[config.mk]
export PLATFORM = sky130hd
export DESIGN_NAME = ring_echo_responder
export DESIGN_NICKNAME = d
export VERILOG_FILES = /design/src/rtl/ring_pkt_pkg.sv /design/src/rtl/ring_rx_fifo.sv /design/src/rtl/ring_echo_responder.sv
export SDC_FILE = /design/constraint.sdc
export NUM_CORES = 1
export LEC_CHECK = 0
export CAP_MARGIN = 20
export CORE_MARGIN = 10
export CORE_UTILIZATION = 47
export DETAILED_ROUTE_END_ITERATION = 12
export GPL_ROUTABILITY_DRIVEN = 0
export HOLD_SLACK_MARGIN = 0.15
export PLACE_DENSITY = 0.75
export SYNTH_ARGS = -nofsm -noshare
export SYNTH_HDL_FRONTEND = slang
export SYNTH_SLANG_ARGS = --single-unit
[constraint.sdc]
create_clock -name CLK -period 4.6 [get_ports CLK]
set_clock_uncertainty 0.2 [all_clocks]
set_input_delay 0.69 -clock CLK [delete_from_list [all_inputs] [get_ports CLK]]
set_output_delay 0.69 -clock CLK [all_outputs]
set_load 0.02 [all_outputs]
[src/rtl/ring_pkt_pkg.sv]
// ring_pkt_pkg: ring packet field map, tx FSM encoding and reply builder.
// Shared by ring_echo_responder and ring_rx_fifo users.
package ring_pkt_pkg;

   localparam int PKT_W = 64;

   localparam int VC_B  = 0;
   localparam int DIR_B = 1;
   localparam int HOP_L = 8;
   localparam int HOP_H = 15;
   localparam int SRC_L = 16;
   localparam int SRC_H = 23;
   localparam int PAY_L = 32;
   localparam int PAY_H = 63;

   localparam logic DIR_CW  = 1'b0;
   localparam logic DIR_CCW = 1'b1;

   typedef logic [0:PKT_W-1] pkt_t;

   typedef enum logic {
      TX_IDLE = 1'b0,
      TX_SEND = 1'b1
   } tx_state_t;

   // Reply goes back to the source by the shorter way round; ties go cw.
   function automatic pkt_t build_reply(
      pkt_t pkt,
      int   node_id,
      int   ring_nodes
   );
      pkt_t r;
      int   src;
      int   d;
      src = int'(pkt[SRC_L:SRC_H]);
      d   = ((src % ring_nodes) - node_id + ring_nodes) % ring_nodes;
      r   = '0;
      if (d <= ring_nodes / 2) begin
         r[DIR_B]       = DIR_CW;
         r[HOP_L:HOP_H] = 8'(d);
      end else begin
         r[DIR_B]       = DIR_CCW;
         r[HOP_L:HOP_H] = 8'(ring_nodes - d);
      end
      r[SRC_L:SRC_H] = 8'(node_id);
      r[PAY_L:PAY_H] = pkt[PAY_L:PAY_H] + 32'd1;
      return r;
   endfunction

   function automatic logic [15:0] sat_inc(logic [15:0] v);
      return (v == 16'hFFFF) ? v : v + 16'd1;
   endfunction

endpackage

[src/rtl/ring_rx_fifo.sv]
// ring_rx_fifo: synchronous show-ahead FIFO with full/empty flags.
// Pointers carry an extra MSB to tell full from empty.
module ring_rx_fifo #(
   parameter int W     = 64,
   parameter int DEPTH = 4
) (
   input  logic         clk,
   input  logic         rst_n,
   input  logic         push,
   input  logic [W-1:0] wdata,
   input  logic         pop,
   output logic [W-1:0] rdata,
   output logic         full,
   output logic         empty,
   output logic         full_nxt
);

   localparam int AW = $clog2(DEPTH);

   logic [W-1:0] mem [DEPTH];
   logic [AW:0]  wr_ptr;
   logic [AW:0]  rd_ptr;
   logic [AW:0]  wr_nxt;
   logic [AW:0]  rd_nxt;
   logic         do_push;
   logic         do_pop;

   assign do_push = push && !full;
   assign do_pop  = pop && !empty;

   assign wr_nxt = wr_ptr + (AW+1)'(do_push);
   assign rd_nxt = rd_ptr + (AW+1)'(do_pop);

   assign empty = (wr_ptr == rd_ptr);
   assign full  = (wr_ptr[AW] != rd_ptr[AW])
               && (wr_ptr[AW-1:0] == rd_ptr[AW-1:0]);

   assign full_nxt = (wr_nxt[AW] != rd_nxt[AW])
                  && (wr_nxt[AW-1:0] == rd_nxt[AW-1:0]);

   assign rdata = mem[rd_ptr[AW-1:0]];

   always_ff @(posedge clk) begin
      if (!rst_n) begin
         wr_ptr <= '0;
         rd_ptr <= '0;
      end else begin
         wr_ptr <= wr_nxt;
         rd_ptr <= rd_nxt;
      end
   end

   always_ff @(posedge clk) begin
      if (do_push) begin
         mem[wr_ptr[AW-1:0]] <= wdata;
      end
   end

endmodule

[src/rtl/ring_echo_responder.sv]
// ring_echo_responder: ring PE-port endpoint that echoes packets to their source.
// Define ECHO_STATS_EN to add saturating rx/tx/drop counters.
module ring_echo_responder
   import ring_pkt_pkg::*;
#(
   parameter int NODE_ID    = 0,
   parameter int FIFO_DEPTH = 4,
   parameter int RING_NODES = 4
) (
   input  logic           CLK,
   input  logic           RESET,
   input  logic           polarity,
   input  logic           peso,
   output logic           pero,
   input  logic [0:PKT_W-1] pedo,
   output logic           pesi,
   input  logic           peri,
   output logic [0:PKT_W-1] pedi,
   output logic           drop_err
`ifdef ECHO_STATS_EN
  ,output logic [0:15]    rx_count
  ,output logic [0:15]    tx_count
  ,output logic [0:15]    drop_count
`endif
);

   tx_state_t state;
   tx_state_t state_d;

   pkt_t out_q;
   pkt_t fifo_q;

   logic accept;
   logic hop_zero;
   logic push;
   logic drop;
   logic pop;
   logic xfer;
   logic fifo_full;
   logic fifo_empty;
   logic fifo_full_nxt;

   assign accept   = peso && pero;
   assign hop_zero = (pedo[HOP_L:HOP_H] == 8'd0);
   assign push     = accept && hop_zero && !fifo_full;
   assign drop     = accept && !hop_zero;

   ring_rx_fifo #(
      .W     (PKT_W),
      .DEPTH (FIFO_DEPTH)
   ) u_fifo (
      .clk      (CLK),
      .rst_n    (RESET),
      .push     (push),
      .wdata    (pedo),
      .pop      (pop),
      .rdata    (fifo_q),
      .full     (fifo_full),
      .empty    (fifo_empty),
      .full_nxt (fifo_full_nxt)
   );

   // Replies may only be offered in the vc-0 phase of the router.
   assign pesi = (state == TX_SEND) && !polarity;
   assign xfer = pesi && peri;

   assign pedi = (state == TX_SEND)
               ? {polarity, out_q[1:PKT_W-1]}
               : out_q;

   always_comb begin
      state_d = state;
      pop     = 1'b0;
      unique case (state)
         TX_IDLE: begin
            if (!fifo_empty) begin
               pop     = 1'b1;
               state_d = TX_SEND;
            end
         end
         TX_SEND: begin
            if (xfer) begin
               if (!fifo_empty) begin
                  pop = 1'b1;
               end else begin
                  state_d = TX_IDLE;
               end
            end
         end
         default: state_d = TX_IDLE;
      endcase
   end

   always_ff @(posedge CLK) begin
      if (!RESET) begin
         state    <= TX_IDLE;
         out_q    <= '0;
         pero     <= 1'b0;
         drop_err <= 1'b0;
      end else begin
         state    <= state_d;
         pero     <= !fifo_full_nxt;
         drop_err <= drop;
         if (pop) begin
            out_q <= build_reply(fifo_q, NODE_ID, RING_NODES);
         end
      end
   end

`ifdef ECHO_STATS_EN
   always_ff @(posedge CLK) begin
      if (!RESET) begin
         rx_count   <= '0;
         tx_count   <= '0;
         drop_count <= '0;
      end else begin
         if (accept) begin
            rx_count <= sat_inc(rx_count);
         end
         if (xfer) begin
            tx_count <= sat_inc(tx_count);
         end
         if (drop) begin
            drop_count <= sat_inc(drop_count);
         end
      end
   end
`endif

endmodule

==> out/qor.txt, run 1 <==
hold crit path type = flop to flop
layout cells sized above 1 = 12.6%
hold path endpoint = out_q[49]$_SDFFE_PN0N_
Die Wd = 147 um
P&R area growth vs syn = 21.0%
Post-CTS Setup Inserts = 0
final wirelength = 16,100 um
hold path depth = 2
H-tree lvl count = 4
reg2reg start = u_fifo.rd_ptr[0]$_SDFF_PN0_
critical path's slowest cell = dfxtp_2
CP Cell Sequence = buf_4, xor2_1, nor2_1, a211oi_1, nor3b_4, buf_4
Tot Pwr = 3580 uW
Initial DRT Pass Iterations = 6
Slew HR = 52.0%
maximum vdd drop = 0.334 mV
antenna fix cells = 0
Total GRT Usage = 15.2%
Slew Limit Fails = 0
Post-Syn Area per Cell = 15.4 um2
Max stage delay on crit path = 0.70 ns
PostCTS Resize Cnt = 0
nets@finish = 657
Synth Instances = 493
Crit path arrival time = 3.31 ns
wire length of the first global-routing pass = 25,600 um
ys flop type = edfxtp_1
outcome = complete, no violations
Synth async-reset ratio = 0%
HPWL Detailed = 10,900 um
Max Root-Sink Buffers = 2
Setup CP Type = flop to flop
startpoint types = flop
via count = 4,443
leakage dissipation = 0.00297 uW
# Max-Cap Violations = 0
initial antenna violation count = 0
cell mode on critical path = buf_4
synth unique cells = 53
core region area = 0.0158 mm2
final instance area = 0.00918 mm2
vias in the first global route = 4,583
Worst Path Required = 4.46 ns
dpl cell area = 0.00858 mm2
CTS tree = yes
Site Rows = 46
CP startpoint = u_fifo.rd_ptr[0]$_SDFF_PN0_
Achievable Freq = 290 MHz
# clock sinks = 181
slack of the worst reg-to-reg path = 1.15 ns
Filler Cell Count = 1,160
yosys warns = 0
vias per cell = 5.47
Worst setup EP type = flop
clock transition at the registers of the reported paths = 0.07 ns
total CTS buffers = 17
worst reg2reg path depth = 6
DRT antenna net count = 0
Seq/Total Area, Yosys = 65.7%
Min-Delay Startpoint = out_q[49]$_SDFFE_PN0N_
Boundary Pins = 136
Initial Utilization = 47.9%
Post-Layout Cell Count = 812
period utilization = 74.9%
setup TNS = 0 ns
Iter 0 DRT Violations = 422
die height = 147 um
# DRC = 0
pwr dens = 390 mW/mm2
clk root buf = clkbuf_16
wire per inst = 19.9 um
R2R Path End = u_fifo.mem[0][30]$_DFFE_PP_
Synth Register Bits = 181
Congestion Overflow GR = 0
placed cells = 780
Slew @ Worst Pin = 0.714 ns
Final setup viols = 0
worst-path fanout max = 34
EDFF count, synth = 136
die area = 0.0216 mm2
number of hold buffers added after cts = 0
pin count of the biggest net entering global routing = 36
Clk Latency, worst-skew pair = 0.43 ns
# port buffers = 86
minimum clock period = 3.45 ns
Final Hold Viols = 0
Synth Cell Area = 0.00758 mm2
unrepaired setup endpoints after global routing = no
## cell usage after synthesis (6+ instances only)
cell type,instances,area [um2]
xor2_1,6,52.6
nor4_1,6,37.5
and2_1,9,56.3
nor2_1,21,78.8
nand4_1,6,37.5
o21ai_0,12,60.1
nor3_1,8,40.0
a21oi_1,9,45.0
buf_2,6,30.0
buf_4,27,203
o31ai_1,10,75.1
inv_1,6,22.5
or4_1,10,75.1
edfxtp_1,136,4080
mux4_1,12,315
a31oi_1,10,62.6
xnor2_1,14,123
dfxtp_1,45,901
mux4_2,22,495
nand2_1,21,78.8
nand3_1,17,85.1
clkbuf_1,12,45.0
a211oi_1,11,82.6
## worst max-delay path by stage
stage / slack [ns] / end / cells past startpoint
after floorplan: 0.79 / u_fifo.mem[2][0]$_DFFE_PP_ / 8
after global placement: 1.13 / u_fifo.mem[0][10]$_DFFE_PP_ / 6
after detailed placement: 1.05 / u_fifo.mem[0][4]$_DFFE_PP_ / 6
after CTS: 1.05 / u_fifo.mem[0][3]$_DFFE_PP_ / 6
after global routing: 0.80 / u_fifo.mem[2][15]$_DFFE_PP_ / 7
final: 1.15 / u_fifo.mem[0][30]$_DFFE_PP_ / 6
## layer usage
metal	vias up	wire [um]	global-route usage, %
met5	-	0	0
li1	2082	-	-
met4	0	234	5.05
met2	170	8200	25.3
met3	17	1390	5.31
met1	2174	6310	17.9
## stage by stage
stage | setup WS [ns] | hold slack, ns | util (%)
after CTS | 1.05 | 0.262 | 58.0
final | 1.15 | 0.256 | 58.0
after detailed placement | 1.05 | 0.254 | 54.2
after global routing | 0.799 | 0.277 | 58.0
after global placement | 1.13 | 0.244 | 54.2
after floorplan | 0.791 | 0.258 | -
## area by class of cell
class,instances,area [um2],area share [%]
tap,216,270,2.95
clock buffer,17,425,4.64
multi-input combinational,279,2340,25.5
clock inverter,15,170,1.85
timing repair buffer,97,956,10.4
sequential,181,4990,54.3
inverter,7,26.3,0.286
## power by group
group          internal [uW]  total (uW)  switching, uW
Combinational            150         325            176
Clock                    814        1450            635
Sequential              1780        1810           25.7
## worst max-delay path, delay by kind of cell (launching register included)
kind	cells	cell delay (ns)
compound gates	1	0.58
xor+xnor	1	0.30
buf+inv	2	0.93
flops	1	0.70
simple gates	2	0.35
## placed cells by master (no fill, tap or decap), drive strengths merged, types with 3 or more instances in the layout
master,count
nor3,8
o21ai,12
and3,5
a211oi,11
clkbuf,17
xor2,6
edfxtp,136
xnor2,14
clkinv,4
nand2b,3
ha,5
nand4,7
and2,9
conb,27
clkdlybuf4s50,86
a311oi,4
dfxtp,45
clkinvlp,4
a31oi,10
or4,11
buf,11
inv,12
o31ai,10
nor2,21
nor4,6
and4,4
nand3,18
or3,4
mux4,34
a21oi,9
nand2,21
## flip-flops by register name, indices dropped and copies added, names as in the netlist
| register | cells |
|---|---|
| drop_err | 1 |
| out_q | 36 |
| pero | 1 |
| state | 1 |
| u_fifo.mem | 136 |
| u_fifo.rd_ptr | 3 |
| u_fifo.wr_ptr | 3 |
## cell families after synthesis
logic type / synth area share (%)
DFF: 65.7
and+or+nand+nor: 9.27
AOI/OAI and AO/OA: 6.27
buffers and inverters: 4.87
muxes: 10.7
xor gates and xnor gates: 2.31
adders and majority gates: 0.825
other: 0.0494
Note: power is estimated with default switching activity, not from simulation.
==> inputs of run 2 (changes only) <==
- CORE_UTILIZATION: 47 -> 53
- PLACE_DENSITY: 0.75 -> 0.8
- clock period: 4.6 -> 3.4 ns (I/O delays scaled with it)
==> run 2 against run 1 <==
Critical endpoint is now out_q[29]$_SDFFE_PN0N_. Critical path depth is the same. Fmax increased by 6.6%. Die area is 9.8% lower. Final cell count fell by 3.9%. Sequential cell count is the same. Combinational power is 39% higher. Sequential share of layout area hardly changed. Routed wire length fell by 1.3%. Core utilization up 7.8 points.
==> out/qor.txt, run 2 (synthesized netlist as in run 1, its figures left out) <==
outcome = complete, no violations
Final setup viols = 0 (unchanged)
met2 Use GR = 26.3% (+0.92 points)
sequential share of power = 51.0% (+0.6 points)
CP startpoint = u_fifo.rd_ptr[0]$_SDFF_PN0_
Sw Share = 21.6% (-1.8 points)
DRT antenna net count = 0 (unchanged)
final wirelength = 15,900 um (-1.3%)
met1 GRT Util = 19.6% (+1.6 points)
minimum clock period = 3.23 ns (-0.214 ns)
unrepaired setup endpoints after global routing = no
vias in the first global route = 4,652 (+1.5%)
maximum vdd drop = 0.320 mV (-4.3%)
Achievable Freq = 309 MHz (+6.6%)
Clk network pwr share = 39.6% (-0.9 points)
commonest non-fill, non-tap cell in the layout = edfxtp_1
antenna fix cells = 0 (unchanged)
# port buffers = 86 (unchanged)
# clock sinks = 181 (unchanged)
Total GRT Usage = 16.3% (+1.2 points)
nets@finish = 662 (+0.76%)
pin count of the biggest net entering global routing = 59 (+64%)
die height = 140 um (-5.0%)
Boundary Pins = 136 (unchanged)
clk root buf = clkbuf_16
sw power = 1030 uW (+23%)
PnR worst setup slack = 0.166 ns (-0.986 ns)
most frequent cells in the layout = 136 x edfxtp_1, 86 x clkdlybuf4s50_1, 44 x dfxtp_1
initial antenna violation count = 0 (unchanged)
startpoint types = flop
P&R area growth vs syn = 20.9% (about the same)
Iter 0 DRT Violations = 361 (-14%)
Setup CP Type = flop to flop
die area = 0.0195 mm2 (-9.8%)
dpl ws = 0.225 ns (-0.827 ns)
hold crit path type = flop to flop
wire per inst = 20.4 um (+2.7%)
core region area = 0.0139 mm2 (-12%)
fin util = 65.8% (+7.8 points)
Congestion Overflow GR = 0 (unchanged)
Die Wd = 140 um (-5.0%)
HPWL Detailed = 10,800 um (-1.5%)
PostCTS Resize Cnt = 0 (unchanged)
vias per cell = 5.82 (+6.4%)
H-tree lvl count = 4 (unchanged)
reg2reg start = u_fifo.rd_ptr[0]$_SDFF_PN0_
Post-CTS Setup Inserts = 0 (unchanged)
layout cells sized above 1 = 12.3% (-0.25 points)
leakage dissipation = 0.00300 uW (+0.99%)
Worst setup EP type = flop
clock transition at the registers of the reported paths = 0.06 ns (about the same)
pwr dens = 522 mW/mm2 (+34%)
setup TNS = 0 ns (unchanged)
Gate power share = 9.4% (+0.3 points)
met3 usage = 5.24% (-0.073 points)
Max Root-Sink Buffers = 2 (unchanged)
period utilization = 95.1% (+20 points)
Clk Latency, worst-skew pair = 0.42 ns (about the same)
CTS tree = yes
number of hold buffers added after cts = 0 (unchanged)
Min-Delay Startpoint = out_q[48]$_SDFFE_PN0N_
# Max-Cap Violations = 0 (unchanged)
# DRC = 0 (unchanged)
worst-path fanout max = 14 (-59%)
Slew HR = 52.5% (+0.52 points)
P_int = 3760 uW (+37%)
max FFs per register = 136 (unchanged)
Worst Path Required = 3.54 ns (-0.92 ns)
Site Rows = 43 (-6.5%)
Slew Limit Fails = 0 (unchanged)
Slew @ Worst Pin = 0.708 ns (-0.00551 ns)
Initial Utilization = 54.4% (+6.5 points)
wire length of the first global-routing pass = 25,100 um (-1.7%)
gr busiest metal = met2
Final Hold Viols = 0 (unchanged)
Crit path arrival time = 3.38 ns (+0.07 ns)
Initial DRT Pass Iterations = 4 (-2)
total CTS buffers = 17 (unchanged)
via count = 4,543 (+2.3%)
==> run 2: cell count changes in the layout (fill, tap and decap cells not counted), sizes merged <==
cell	delta
clkbuf	+2
clkinvlp	-3
bufinv	+1
clkinv	+5
buf	+5
inv	-6
==> run 2: path summary, 6_finish.rpt <==
kind	end	depth (start not counted)	slack, ns
max	out_q[29]$_SDFFE_PN0N_	6	0.17
min	out_q[48]$_SDFFE_PN0N_	2	0.26
max reg2reg	out_q[29]$_SDFFE_PN0N_	6	0.17
min reg2reg	out_q[48]$_SDFFE_PN0N_	2	0.26
==> run 2: area by class of cell <==
cell class,instances,area [um2]
clock buffers,19,433
clock inverters,12,138
fillers,953,4770
inverters,7,26.3
multi-input cells,279,2340
flip-flops and latches,181,4990
well taps,180,225
repair buffers,102,1020
==> run 2: critical path: stages (launching register included) <==
cell and delay [ns]:
dfxtp_2 0.50, buf_4 0.27, mux4_1 0.39, nand3_1 0.28, nand4bb_1 0.64, or4_1 0.68, a31oi_1 0.18
==> run 2: per-layer routing <==
| metal | part of all wire [%] | up-vias |
|---|---|---|
| li1 | - | 2095 |
| met1 | 40 | 2236 |
| met2 | 49 | 176 |
| met3 | 8.1 | 36 |
| met4 | 2.9 | 0 |
| met5 | 0 | - |
==> run 2: power groups by stage <==
stage	Clock [uW]	Combinational, uW	Sequential (uW)
3_5_place_dp	0	448	2490
5_1_grt	2010	488	2440
6_report	1900	451	2440
4_1_cts	1920	452	2440
2_1_floorplan	0	245	2520
3_3_place_gp	0	439	2480
==> run 2: stage by stage <==
| step | instances | instance area [um2] | total power (uW) | hold WS (ns) |
|---|---|---|---|---|
| floorplan | 519 | 7700 | 2760 | 0.258 |
| global placement | 749 | 8600 | 2920 | 0.244 |
| detailed placement | 749 | 8600 | 2930 | 0.251 |
| CTS | 780 | 9170 | 4810 | 0.259 |
| global route | 780 | 9170 | 4940 | 0.279 |
| finish | 780 | 9170 | 4790 | 0.257 |
